File: src/rtl/elab_pkg.sv
// rtl/elab_pkg.sv - shared state type and default sizes for ram_scan
package elab_pkg;

  localparam int WORD_NUM_DEF = 16;
  localparam int DATA_W_DEF   = 4;

  typedef enum logic [2:0] {
    ST_IDLE,
    ST_ISSUE,
    ST_WAIT,
    ST_CHECK,
    ST_DONE
  } scan_state_e;

endpackage

File: src/rtl/ram_scan.sv
// rtl/ram_scan.sv - paced RAM read-back scanner comparing each word to an address+SEED pattern
module ram_scan
  import elab_pkg::*;
#(
  parameter int WORD_NUM = WORD_NUM_DEF,
  parameter int DATA_W   = DATA_W_DEF,
  parameter int SEED     = 0,
  localparam int ADDR_W  = $clog2(WORD_NUM),
  localparam int ERR_W   = $clog2(WORD_NUM + 1)
) (
  input  logic              clk,
  input  logic              rst,
  input  logic              start,
  input  logic              ena,
  output logic [ADDR_W-1:0] rd_addr,
  input  logic [DATA_W-1:0] rd_q,
  output logic [DATA_W-1:0] data,
  output logic              valid,
  output logic              busy,
  output logic              done,
  output logic [ERR_W-1:0]  err_cnt,
  output logic              fail
);

  localparam logic [ADDR_W-1:0] LAST_ADDR = ADDR_W'(WORD_NUM - 1);
  localparam logic [ERR_W-1:0]  ERR_MAX   = ERR_W'(WORD_NUM);
  localparam logic [DATA_W-1:0] SEED_W    = DATA_W'(SEED);

  scan_state_e       state_q, state_d;
  logic [ADDR_W-1:0] rd_addr_q, rd_addr_d;
  logic [DATA_W-1:0] data_q, data_d;
  logic              valid_q, valid_d;
  logic [ERR_W-1:0]  err_cnt_q, err_cnt_d;
  logic [DATA_W-1:0] exp_word;

  // Truncating the address before the add gives the mod 2^DATA_W wrap for free.
  assign exp_word = DATA_W'(rd_addr_q) + SEED_W;

  always_comb begin
    state_d   = state_q;
    rd_addr_d = rd_addr_q;
    data_d    = data_q;
    valid_d   = 1'b0;
    err_cnt_d = err_cnt_q;
    unique case (state_q)
      ST_IDLE: begin
        if (start) begin
          state_d   = ST_ISSUE;
          rd_addr_d = '0;
          err_cnt_d = '0;
        end
      end
      ST_ISSUE: begin
        if (ena) begin
          state_d = ST_WAIT;
        end
      end
      ST_WAIT: begin
        state_d = ST_CHECK;
      end
      ST_CHECK: begin
        data_d  = rd_q;
        valid_d = 1'b1;
        if ((rd_q != exp_word) && (err_cnt_q != ERR_MAX)) begin
          err_cnt_d = err_cnt_q + 1'b1;
        end
        if (rd_addr_q == LAST_ADDR) begin
          state_d = ST_DONE;
        end else begin
          rd_addr_d = rd_addr_q + 1'b1;
          state_d   = ST_ISSUE;
        end
      end
      ST_DONE: begin
        state_d = ST_IDLE;
      end
      default: begin
        state_d = ST_IDLE;
      end
    endcase
  end

  always_ff @(posedge clk or posedge rst) begin
    if (rst) begin
      state_q   <= ST_IDLE;
      rd_addr_q <= '0;
      data_q    <= '0;
      valid_q   <= 1'b0;
      err_cnt_q <= '0;
    end else begin
      state_q   <= state_d;
      rd_addr_q <= rd_addr_d;
      data_q    <= data_d;
      valid_q   <= valid_d;
      err_cnt_q <= err_cnt_d;
    end
  end

  assign rd_addr = rd_addr_q;
  assign data    = data_q;
  assign valid   = valid_q;
  assign err_cnt = err_cnt_q;
  assign busy    = (state_q != ST_IDLE);
  assign done    = (state_q == ST_DONE);
  assign fail    = (err_cnt_q != '0);

endmodule
File: config.mk
export PLATFORM = sky130hd
export DESIGN_NAME = ram_scan
export DESIGN_NICKNAME = d
export VERILOG_FILES = /design/src/rtl/elab_pkg.sv /design/src/rtl/ram_scan.sv
export SDC_FILE = /design/constraint.sdc
export NUM_CORES = 1
export LEC_CHECK = 0
export ABC_AREA = 1
export BUFFER_PORTS_ARGS = -buffer_cell sky130_fd_sc_hd__buf_2
export CAP_MARGIN = 5
export CORE_UTILIZATION = 45
export DETAILED_ROUTE_END_ITERATION = 6
export GPL_ROUTABILITY_DRIVEN = 0
export PLACE_DENSITY = 0.82
export REMOVE_ABC_BUFFERS = 1
export SLEW_MARGIN = 20
export SYNTH_ARGS = -nofsm -noshare
export SYNTH_HDL_FRONTEND = slang
export SYNTH_SLANG_ARGS = --single-unit
File: constraint.sdc
create_clock -name clk -period 3.3 [get_ports clk]
set_input_delay 0.165 -clock clk [delete_from_list [all_inputs] [get_ports clk]]
set_output_delay 0.165 -clock clk [all_outputs]
set_load 0.01 [all_outputs]
Word level (Yosys, flattened, before mapping). Index checks and enable logic that the tools add are counted.

Register bits after elaboration: 17. Bits of input ports: 8. Output and inout port bits: 17. Logic and storage cells: 37.

Add/subtract/negate cells: 2. Eq/ne operators: 11. Multiplexer cells: 11. Reduce and logical (&&, ||, !) cells: 8.

Operators by type and width (count): case mux 3 bit (4 select lines) (1); 2-to-1 mux 5 bit (2); case mux 5 bit (2 select lines) (1); 2-to-1 mux 3 bit (3); 2-to-1 mux 4 bit (2); != test 2 bit, second input constant (4); case mux 4 bit (2 select lines) (1); equality test 3 x 2 -> 1 bit, second input constant (2); AND reduction 3 bit (2); adder 5 x 1 -> 5 bit, second input constant (1); != test 5 bit, second input constant (1); nonzero test 5 bit (1); adder 4 x 1 -> 4 bit, second input constant (1); equality test 4 bit, second input constant (1); != test 4 bit (1); equality test 3 x 1 -> 1 bit, second input constant (1); equality test 3 bit, second input constant (1); zero test 3 bit (1); nonzero test 3 bit (1); AND reduction 2 bit (1); nonzero test 2 bit (1); logical AND 1 bit (1); 2-to-1 mux 1 bit (1).

Depth between registers and ports, before layout. Gate-level depths: netlist of the first run.

Word-level depth: 4. Gate-level depth with buffers: 9. Gate-level depth less buffers: 9.

Worst setup path after synthesis of the first run. Ideal clock, no wire load.

Path type: reg-to-reg. Start: register err_cnt_q[0] (netlist: err_cnt[0]). End: register err_cnt_q[0] (netlist: err_cnt[0]). Library setup time: 117 ps. Arrival: 1177 ps. Data required time: 3183 ps. Path slack: 2006 ps. Stages on the path, launching flop included: 10. Path buffers: 0. Clock period less this slack: 1294 ps. Path through: dfrtp_1 -> inv_1 -> ha_1 -> nand3_1 -> nor2_1 -> nor2_4 -> nand2_4 -> nand2_2 -> nand2_1 -> nand2_1.

Word-level cells in the longest chain between the ends: 4. Elaborated cells on any way between the ends: 7. Classes of those cells: add/sub: 1; eq/ne: 2; mux: 2; reduce/logical: 2.

Ends and longest elaborated chain: start: declaration (RTL line ram_scan.sv:33) `logic [ERR_W-1:0] err_cnt_q, err_cnt_d;`; start signal: assignment (RTL line ram_scan.sv:95) `err_cnt_q <= err_cnt_d;`; parallel branches: the longest is 4 deep, another holds adder 5 x 1 -> 5 bit.

Parallel ways; which one is timed is not known. The select of a mux whose other input is x is not followed. A chain may end at the register's enable or synchronous reset.

Final worst setup path of the first run.
Start: register state_q[2]. End: register err_cnt_q[2] (netlist: err_cnt[2]).

Word-level cells in the longest chain between the ends: 3. Elaborated cells on any way between the ends: 7. Classes of those cells: eq/ne: 3; mux: 1; reduce/logical: 3.

Ends and longest elaborated chain: start: declaration (RTL line ram_scan.sv:29) `scan_state_e state_q, state_d;`; start signal: assignment (RTL line ram_scan.sv:91) `state_q <= state_d;`; equality test 3 x 2 -> 1 bit or zero test 3 bit (tied branches) (RTL line ram_scan.sv:45) `unique case (state_q)`; != test 2 bit (no line) or nonzero test 2 bit (tied branches); AND reduction 3 bit (no line).

Parallel ways exist; a longest one is shown, timed or not.

==> results of run 1 <==
cell families after synthesis:
family,Yosys count,share of synthesized area (%)
simple gates,68,33.7
buf+inv,21,8.10
flops,17,43.7
compound gates,11,6.17
xor+xnor,5,4.50
fa+ha+maj,3,3.86
cell type report:
class | instances | area [um2] | share of cell area, %
Clock inverter | 1 | 5.00 | 0.431
Sequential cell | 17 | 425 | 36.6
Clock buffer | 3 | 22.5 | 1.94
Tap cell | 27 | 33.8 | 2.91
Multi-Input combinational cell | 87 | 469 | 40.4
Timing Repair Buffer | 25 | 130 | 11.2
Inverter | 20 | 75.1 | 6.47
flip-flops by register name, indices dropped and copies added, names as in the netlist:
name,count
data,4
err_cnt,5
rd_addr,4
state_q,3
valid,1
per-layer routing:
| layer | global-route usage, % | vias up |
|---|---|---|
| met5 | 0 | - |
| met4 | 5.39 | 0 |
| met3 | 3.77 | 0 |
| met2 | 28.9 | 20 |
| met1 | 20.9 | 387 |
| li1 | - | 448 |
worst reg2reg max path, delay by kind of cell (launching register included):
family / cells / cell delay (ps)
AND/OR/NAND/NOR: 5 / 790
buffers and inverters: 1 / 120
flip-flops: 1 / 400
power by group through the flow:
stage	combinational (W)	clock [W]	sequential, W
2_1_floorplan	0.000314	0	0.000368
4_1_cts	0.000475	0.000112	0.000347
6_report	0.000469	0.000112	0.000346
5_1_grt	0.000531	0.000123	0.000357
3_3_place_gp	0.000455	0	0.000346
3_5_place_dp	0.000467	0	0.000350
synthesized netlist by cell type:
master,count,share of area (%)
nand2_4,2,2.3
nand3_4,1,1.8
a31oi_1,1,0.64
inv_2,2,0.77
o21ai_1,3,1.5
nand2_2,2,1.3
o21ai_0,5,2.6
inv_1,18,6.9
nor2_1,13,5.0
nand2_1,31,12
dfrtp_1,17,44
o22ai_1,1,0.64
a211oi_1,1,0.77
clkbuf_1,1,0.39
nand4_1,1,0.64
nor2_2,1,0.64
ha_1,3,3.9
nand3_1,15,7.7
xnor2_1,2,1.8
nor2_4,2,2.3
xor2_1,3,2.7
stage by stage:
step	utilization (%)	hold slack, ps	cells	instance area (um2)	total power (W)
floorplan	-	91.1	124	970	0.000681
global placement	56.1	288	175	1120	0.000800
detailed placement	56.1	284	175	1120	0.000817
CTS	58.0	150	180	1160	0.000934
global route	58.0	171	180	1160	0.00101
finish	58.0	151	180	1160	0.000927
timing repair:
| item | 4_1_cts | 5_1_grt |
|---|---|---|
| hold endpoints to repair | 17 | 0 |
| hold buffers | 1 | 0 |
| buffers inserted | 0 | 0 |
| setup endpoints to repair | 0 | 0 |
worst max path at each step:
| stage | start | to | slack [ps] | cells past startpoint |
|---|---|---|---|---|
| CTS | state_q[2]$_DFFE_PP0P_ | err_cnt[2]$_DFFE_PP0P_ | 1880 | 6 |
| global placement | state_q[2]$_DFFE_PP0P_ | err_cnt[2]$_DFFE_PP0P_ | 1920 | 6 |
| finish | state_q[2]$_DFFE_PP0P_ | err_cnt[2]$_DFFE_PP0P_ | 1890 | 6 |
| detailed placement | state_q[2]$_DFFE_PP0P_ | err_cnt[2]$_DFFE_PP0P_ | 1910 | 6 |
| floorplan | err_cnt[0]$_DFFE_PP0P_ | err_cnt[0]$_DFFE_PP0P_ | 2010 | 9 |
| global route | state_q[2]$_DFFE_PP0P_ | err_cnt[3]$_DFFE_PP0P_ | 1720 | 6 |
==> metrics.md, run 1 <==
| Metric | Value |
|---|---|
| Status | `finished clean` |
| Crit path buf inv count | `1` |
| Seq/Total Area, Yosys | `43.7%` |
| Clock-pin slew on the worst setup and hold paths | `roughly 100 ps` |
| Setup_tns | `0 ps` |
| GRT overflow | `0` |
| Detailed-routing wirelength on met1 | `872 um` |
| Switching Share | `46.7%` |
| Crit Reg-Reg Startpoint | `state_q[2]$_DFFE_PP0P_` |
| Final slew viol count | `0` |
| Number of fill cells | `about 190` |
| Std cell rows | `16` |
| Root Driver | `clkbuf_4` |
| Sw power | `~0.00043 W` |
| Max cap viols | `0` |
| Req. time, crit path | `3480 ps` |
| Pwr dens | `about 800 nW/um2` |
| First-pass detailed-route iteration total | `4` |
| Tcrit/Tclk final | `a little over two fifths` |
| WHS Path Cells | `3` |
| Die area | `2350 um2` |
| TritonCTS clock tree | `built` |
| First-pass GRT wire length | `about 3.2 mm` |
| Clk pwr share | `between 10 and 15%` |
| Setup slack, reg-to-reg | `1890 ps` |
| Worst IR drop on VDD | `between 0.0004 and 0.0005 V` |
| Initial Util | `around half` |
| Initial antenna violation count | `0` |
| Largest net degree at the start of global routing | `20` |
| Min cycle time layout | `around 1400 ps` |
| Top Metal Used | `met3` |
| Cts repair resizes | `0` |
| Slowest stage cell, crit path | `dfrtp_1` |
| CP dominant cell by count | `nand3_1` |
| Comb power frac | `between 50% and 60%` |
| CP Cell Sequence | `inv_2, nand3_4, nand2_2, nand3_1, nand3_1, nand2_1` |
| Clock latency on the worst-skew pair | `~290 ps` |
| Max Clock Skew | `approximately 6.0 ps` |
| Layout cell share with drive strength beyond 1 | `24.8%` |
| Commonest non-fill, non-tap cell in the layout | `nand2_1` |
| CP max stage delay | `approximately 400 ps` |
| Worst reg-to-reg path cell count | `6` |
| Final setup margin | `about 1900 ps` |
| DR vias | `around 860` |
| Synthesized flop and latch total | `17` |
| Detailed Route WL | `around 1.8 mm` |
| Routed vias/inst | `4.75` |
| Int Power | `0.000495 W` |
| Hold Path End | `data[3]$_DFFE_PP0P_` |
| Yosys warns | `0` |
| Clock sink total | `17` |
| Vias in the first global route | `roughly 800` |
| Die width | `just under 50 um` |
| Antenna-violating nets left | `0` |
| Pre-CTS WS | `1910 ps` |
| Peak Freq | `709 MHz` |
| Post-DP HPWL | `~1.4 mm` |
| Worst setup EP type | `flop` |
| Core area | `~2000 um2` |
| CP Max Fanout | `19` |
| Setup Crit Path Kind | `flop to flop` |
| Met2 wire length | `roughly 860 um` |
| DRC viols | `0` |
| P&R area growth vs syn | `19.3%` |
| Startpoint class of the critical path | `flop` |
| Setup-violating endpoint count in the final report | `0` |
| Mean post-synth cell area | `7.79 um2` |
| I/O pins | `25` |
| Worst Hold Class | `primary input to flop` |
| Die Y | `around 49 um` |
| Top delay family on crit path | `simple AND/OR/NAND/NOR gates` |
| Most frequent cells in the layout | `nand2_1 (31), buf_2 (24), inv_1 (18), dfrtp_1 (17), nand3_1 (15)` |
| Fin. Hold Viols | `0` |
| CTS Buffer Depth | `2` |
| Synth cell types | `21` |
| I/O Buffers | `24` |
| Overall Global Routing Usage | `16.8%` |
| Routed len/inst | `between 10 and 15 um` |
| Reg2Reg Capture Point | `err_cnt[2]$_DFFE_PP0P_` |
| Critical Path AT | `1590 ps` |
| RSZ-0062 raised after global routing | `no` |
| Final Net Count | `between 150 and 200` |
| Post-Syn Area | `approximately 970 um2` |
| Synthesized instance count | `roughly 130` |
| Worst rel slew slack | `around 58%` |
| H-tree level count | `1` |
| WL met3 | `82 um` |
| Hold path start | `rd_q[3]` |
| Pleak | `roughly 0.64 nW` |
| Seq pwr share | `a little under two fifths` |
| Worst-margin pin slew | `between 600 and 700 ps` |
| Initial detailed-routing violation count | `24` |
| Antenna Cells | `0` |
| Clock buffer count from CTS | `3` |
Note: power is estimated with default switching activity, not from simulation.
==> inputs of run 2 (changes only) <==
==> constraint.sdc (replaced) <==
create_clock -name clk -period 1.35 [get_ports clk]
set_input_delay 0.0675 -clock clk [delete_from_list [all_inputs] [get_ports clk]]
set_output_delay 0.0675 -clock clk [all_outputs]
set_load 0.01 [all_outputs]
==> run 2 against run 1 <==
Combinational power grew to 3.6 times the previous value. Critical endpoint is now err_cnt[0]$_DFFE_PP0P_. Highest routed layer is now met4. Largest power group unchanged. Sequential power is 150% higher. Routed wire length increased by 37%. Cell count is 7.2% higher. Largest cell class unchanged.
==> metrics.md, run 2 (synthesis gave the netlist of run 1 again) <==
| Metric | Value |
|---|---|
| Startpoint class of the critical path | `flop` |
| Peak Freq | `756 MHz (+6.6%)` |
| Worst Hold Class | `primary input to flop` |
| Crit Reg-Reg Startpoint | `err_cnt[1]$_DFFE_PP0P_` |
| Initial antenna violation count | `0 (unchanged)` |
| Top delay family on crit path | `simple AND/OR/NAND/NOR gates` |
| Layout cell share with drive strength beyond 1 | `38.0% (+13 points)` |
| GRT overflow | `0 (unchanged)` |
| Std cell rows | `16 (unchanged)` |
| CTS Buffer Depth | `2 (unchanged)` |
| Antenna Cells | `0 (unchanged)` |
| Initial Util | `48.6% (unchanged)` |
| Antenna-violating nets left | `0 (unchanged)` |
| Clock latency on the worst-skew pair | `280 ps (about the same)` |
| Critical path origin | `err_cnt[1]$_DFFE_PP0P_` |
| DR vias | `949 (+11%)` |
| Core area | `2000 um2 (unchanged)` |
| Routed vias/inst | `4.92 (+3.5%)` |
| Vias in the first global route | `894 (+12%)` |
| Min cycle time layout | `1320 ps (-86.8 ps)` |
| Storage element area | `429 um2 (+0.88%)` |
| DRC viols | `0 (unchanged)` |
| CP Cell Sequence | `inv_2, ha_4, nand3_4, nor2_4, nor2_4, nand2_4, nand2_2, nand2_1, nand2_1` |
| Detailed Route WL | `2.49 mm (+37%)` |
| Max cap viols | `0 (unchanged)` |
| Largest net degree at the start of global routing | `18 (-10%)` |
| Pwr dens | `2060 nW/um2 (+160%)` |
| Root Driver | `clkbuf_4` |
| H-tree level count | `1 (unchanged)` |
| Worst reg-to-reg path cell count | `9 (+3)` |
| Area of the multi-input gates | `539 um2 (+15%)` |
| Tcrit/Tclk final | `98.0% (+55 points)` |
| Crit path buf inv count | `1 (unchanged)` |
| Clock buffer count from CTS | `3 (unchanged)` |
| Power Total | `0.00279 W (+200%)` |
| Setup-violating endpoint count in the final report | `0 (unchanged)` |
| Worst-margin pin slew | `644 ps (+13.9 ps)` |
| Post-DP HPWL | `1.66 mm (+21%)` |
| Critical Path AT | `1510 ps (-80 ps)` |
| Die area | `2350 um2 (unchanged)` |
| Hold Path End | `data[3]$_DFFE_PP0P_` |
| Worst IR drop on VDD | `0.00129 V (+210%)` |
| RSZ-0062 raised after global routing | `yes` |
| Req. time, crit path | `1530 ps (-1950 ps)` |
| Worst rel slew slack | `57.0% (-0.93 points)` |
| TritonCTS clock tree | `built` |
| WHS Path Cells | `3 (unchanged)` |
| Commonest non-fill, non-tap cell in the layout | `nand2_1` |
| Final slew viol count | `0 (unchanged)` |
| Die width | `48.5 um (unchanged)` |
| Clock sink total | `17 (unchanged)` |
| Initial detailed-routing violation count | `23 (-4.2%)` |
| Hold path start | `rd_q[3]` |
| Max Clock Skew | `3.38 ps (-2.66 ps)` |
| Die Y | `48.5 um (unchanged)` |
| Clock-pin slew on the worst setup and hold paths | `100 ps (about the same)` |
| Setup Crit Path Kind | `flop to flop` |
| CP Max Fanout | `7 (-12)` |
| Overall Global Routing Usage | `21.6% (+4.8 points)` |
| Slowest stage cell, crit path | `dfrtp_1` |
| Most frequent cells in the layout | `nand2_1 (29), buf_2 (24), inv_1 (17), dfrtp_1 (14)` |
| First-pass detailed-route iteration total | `4 (unchanged)` |
| Fin. Hold Viols | `0 (unchanged)` |
| CP max stage delay | `440 ps (+40 ps)` |
| Reg2Reg Capture Point | `err_cnt[0]$_DFFE_PP0P_` |
| Number of fill cells | `166 (-12%)` |
| Worst setup EP type | `flop` |
| Pleak | `0.721 nW (+12%)` |
| Final Net Count | `178 (+7.9%)` |
| P&R area growth vs syn | `38.9%` |
| I/O Buffers | `24 (unchanged)` |
| Setup slack, reg-to-reg | `30 ps (-1860 ps)` |
| I/O pins | `25 (unchanged)` |
| Routed len/inst | `12.9 um (+28%)` |
| First-pass GRT wire length | `3.92 mm (+24%)` |
| Number of flip-flops in the largest register | `5 (unchanged)` |
| Setup_tns | `0 ps (unchanged)` |
| Status | `finished clean` |
## run 2: cell count changes in the layout (fill, tap and decap cells not counted), sizes merged
cell | before | now
clkinv | 1 | 0
clkbuf | 3 | 4
buf | 24 | 37
## run 2: area by class of cell
class,instances,area share [%]
Multi-Input combinational cell,87,39.9
Sequential cell,17,31.7
Timing Repair Buffer,38,18.0
Inverter,20,5.92
Tap cell,27,2.50
Clock buffer,4,1.94
## run 2: through the flow
stage	instances	instance area, um2	worst slack (ps)	util [%]	hold slack, ps
3_3_place_gp	179	1150	5.13	57.6	177
6_report	193	1350	27.4	67.6	72.2
3_5_place_dp	179	1150	-53.6	57.6	180
4_1_cts	186	1210	8.26	60.4	59.0
2_1_floorplan	124	970	55.8	-	-6.43
5_1_grt	193	1350	-56.7	67.6	91.4
## run 2: worst max path at each step
stage | slack, ps | cells after the start | endpoint
3_3_place_gp | 5 | 9 | err_cnt[0]$_DFFE_PP0P_
3_5_place_dp | -50 | 9 | err_cnt[0]$_DFFE_PP0P_
4_1_cts | 8 | 8 | err_cnt[0]$_DFFE_PP0P_
6_report | 30 | 9 | err_cnt[0]$_DFFE_PP0P_
2_1_floorplan | 60 | 9 | err_cnt[0]$_DFFE_PP0P_
5_1_grt | -60 | 9 | err_cnt[0]$_DFFE_PP0P_
## run 2: power by group
| group | internal, W | total [W] | leakage, nW | switching [W] |
|---|---|---|---|---|
| Clock | 0.000115 | 0.000272 | 0.0150 | 0.000157 |
| Combinational | 0.000745 | 0.00167 | 0.486 | 0.000922 |
| Sequential | 0.000682 | 0.000852 | 0.220 | 0.000170 |
| Total | 0.00154 | 0.00279 | 0.721 | 0.00125 |
## run 2: repair_timing
action | in CTS | in global routing
setup endpoints to repair | 8 | 11
hold buffers | 1 | 0
pin swaps | 0 | 10
buffers inserted | 2 | 7
resized for setup | 2 | 20
endpoints found under the hold margin | 17 | 0
## run 2: worst reg2reg max path, delay by kind of cell, from the launching register on
kind          cells  cell delay [ps]
fa+ha+maj         1              150
buf+inv           1               90
flops             1              440
simple gates      7              540
## run 2: per-layer routing
layer | GRT usage (%) | vias up | routed length, um
met5 | 0 | - | 0
met4 | 9.31 | 0 | 63
met3 | 4.09 | 8 | 96
met2 | 39.2 | 29 | 1360
met1 | 24.7 | 439 | 975
li1 | - | 473 | -
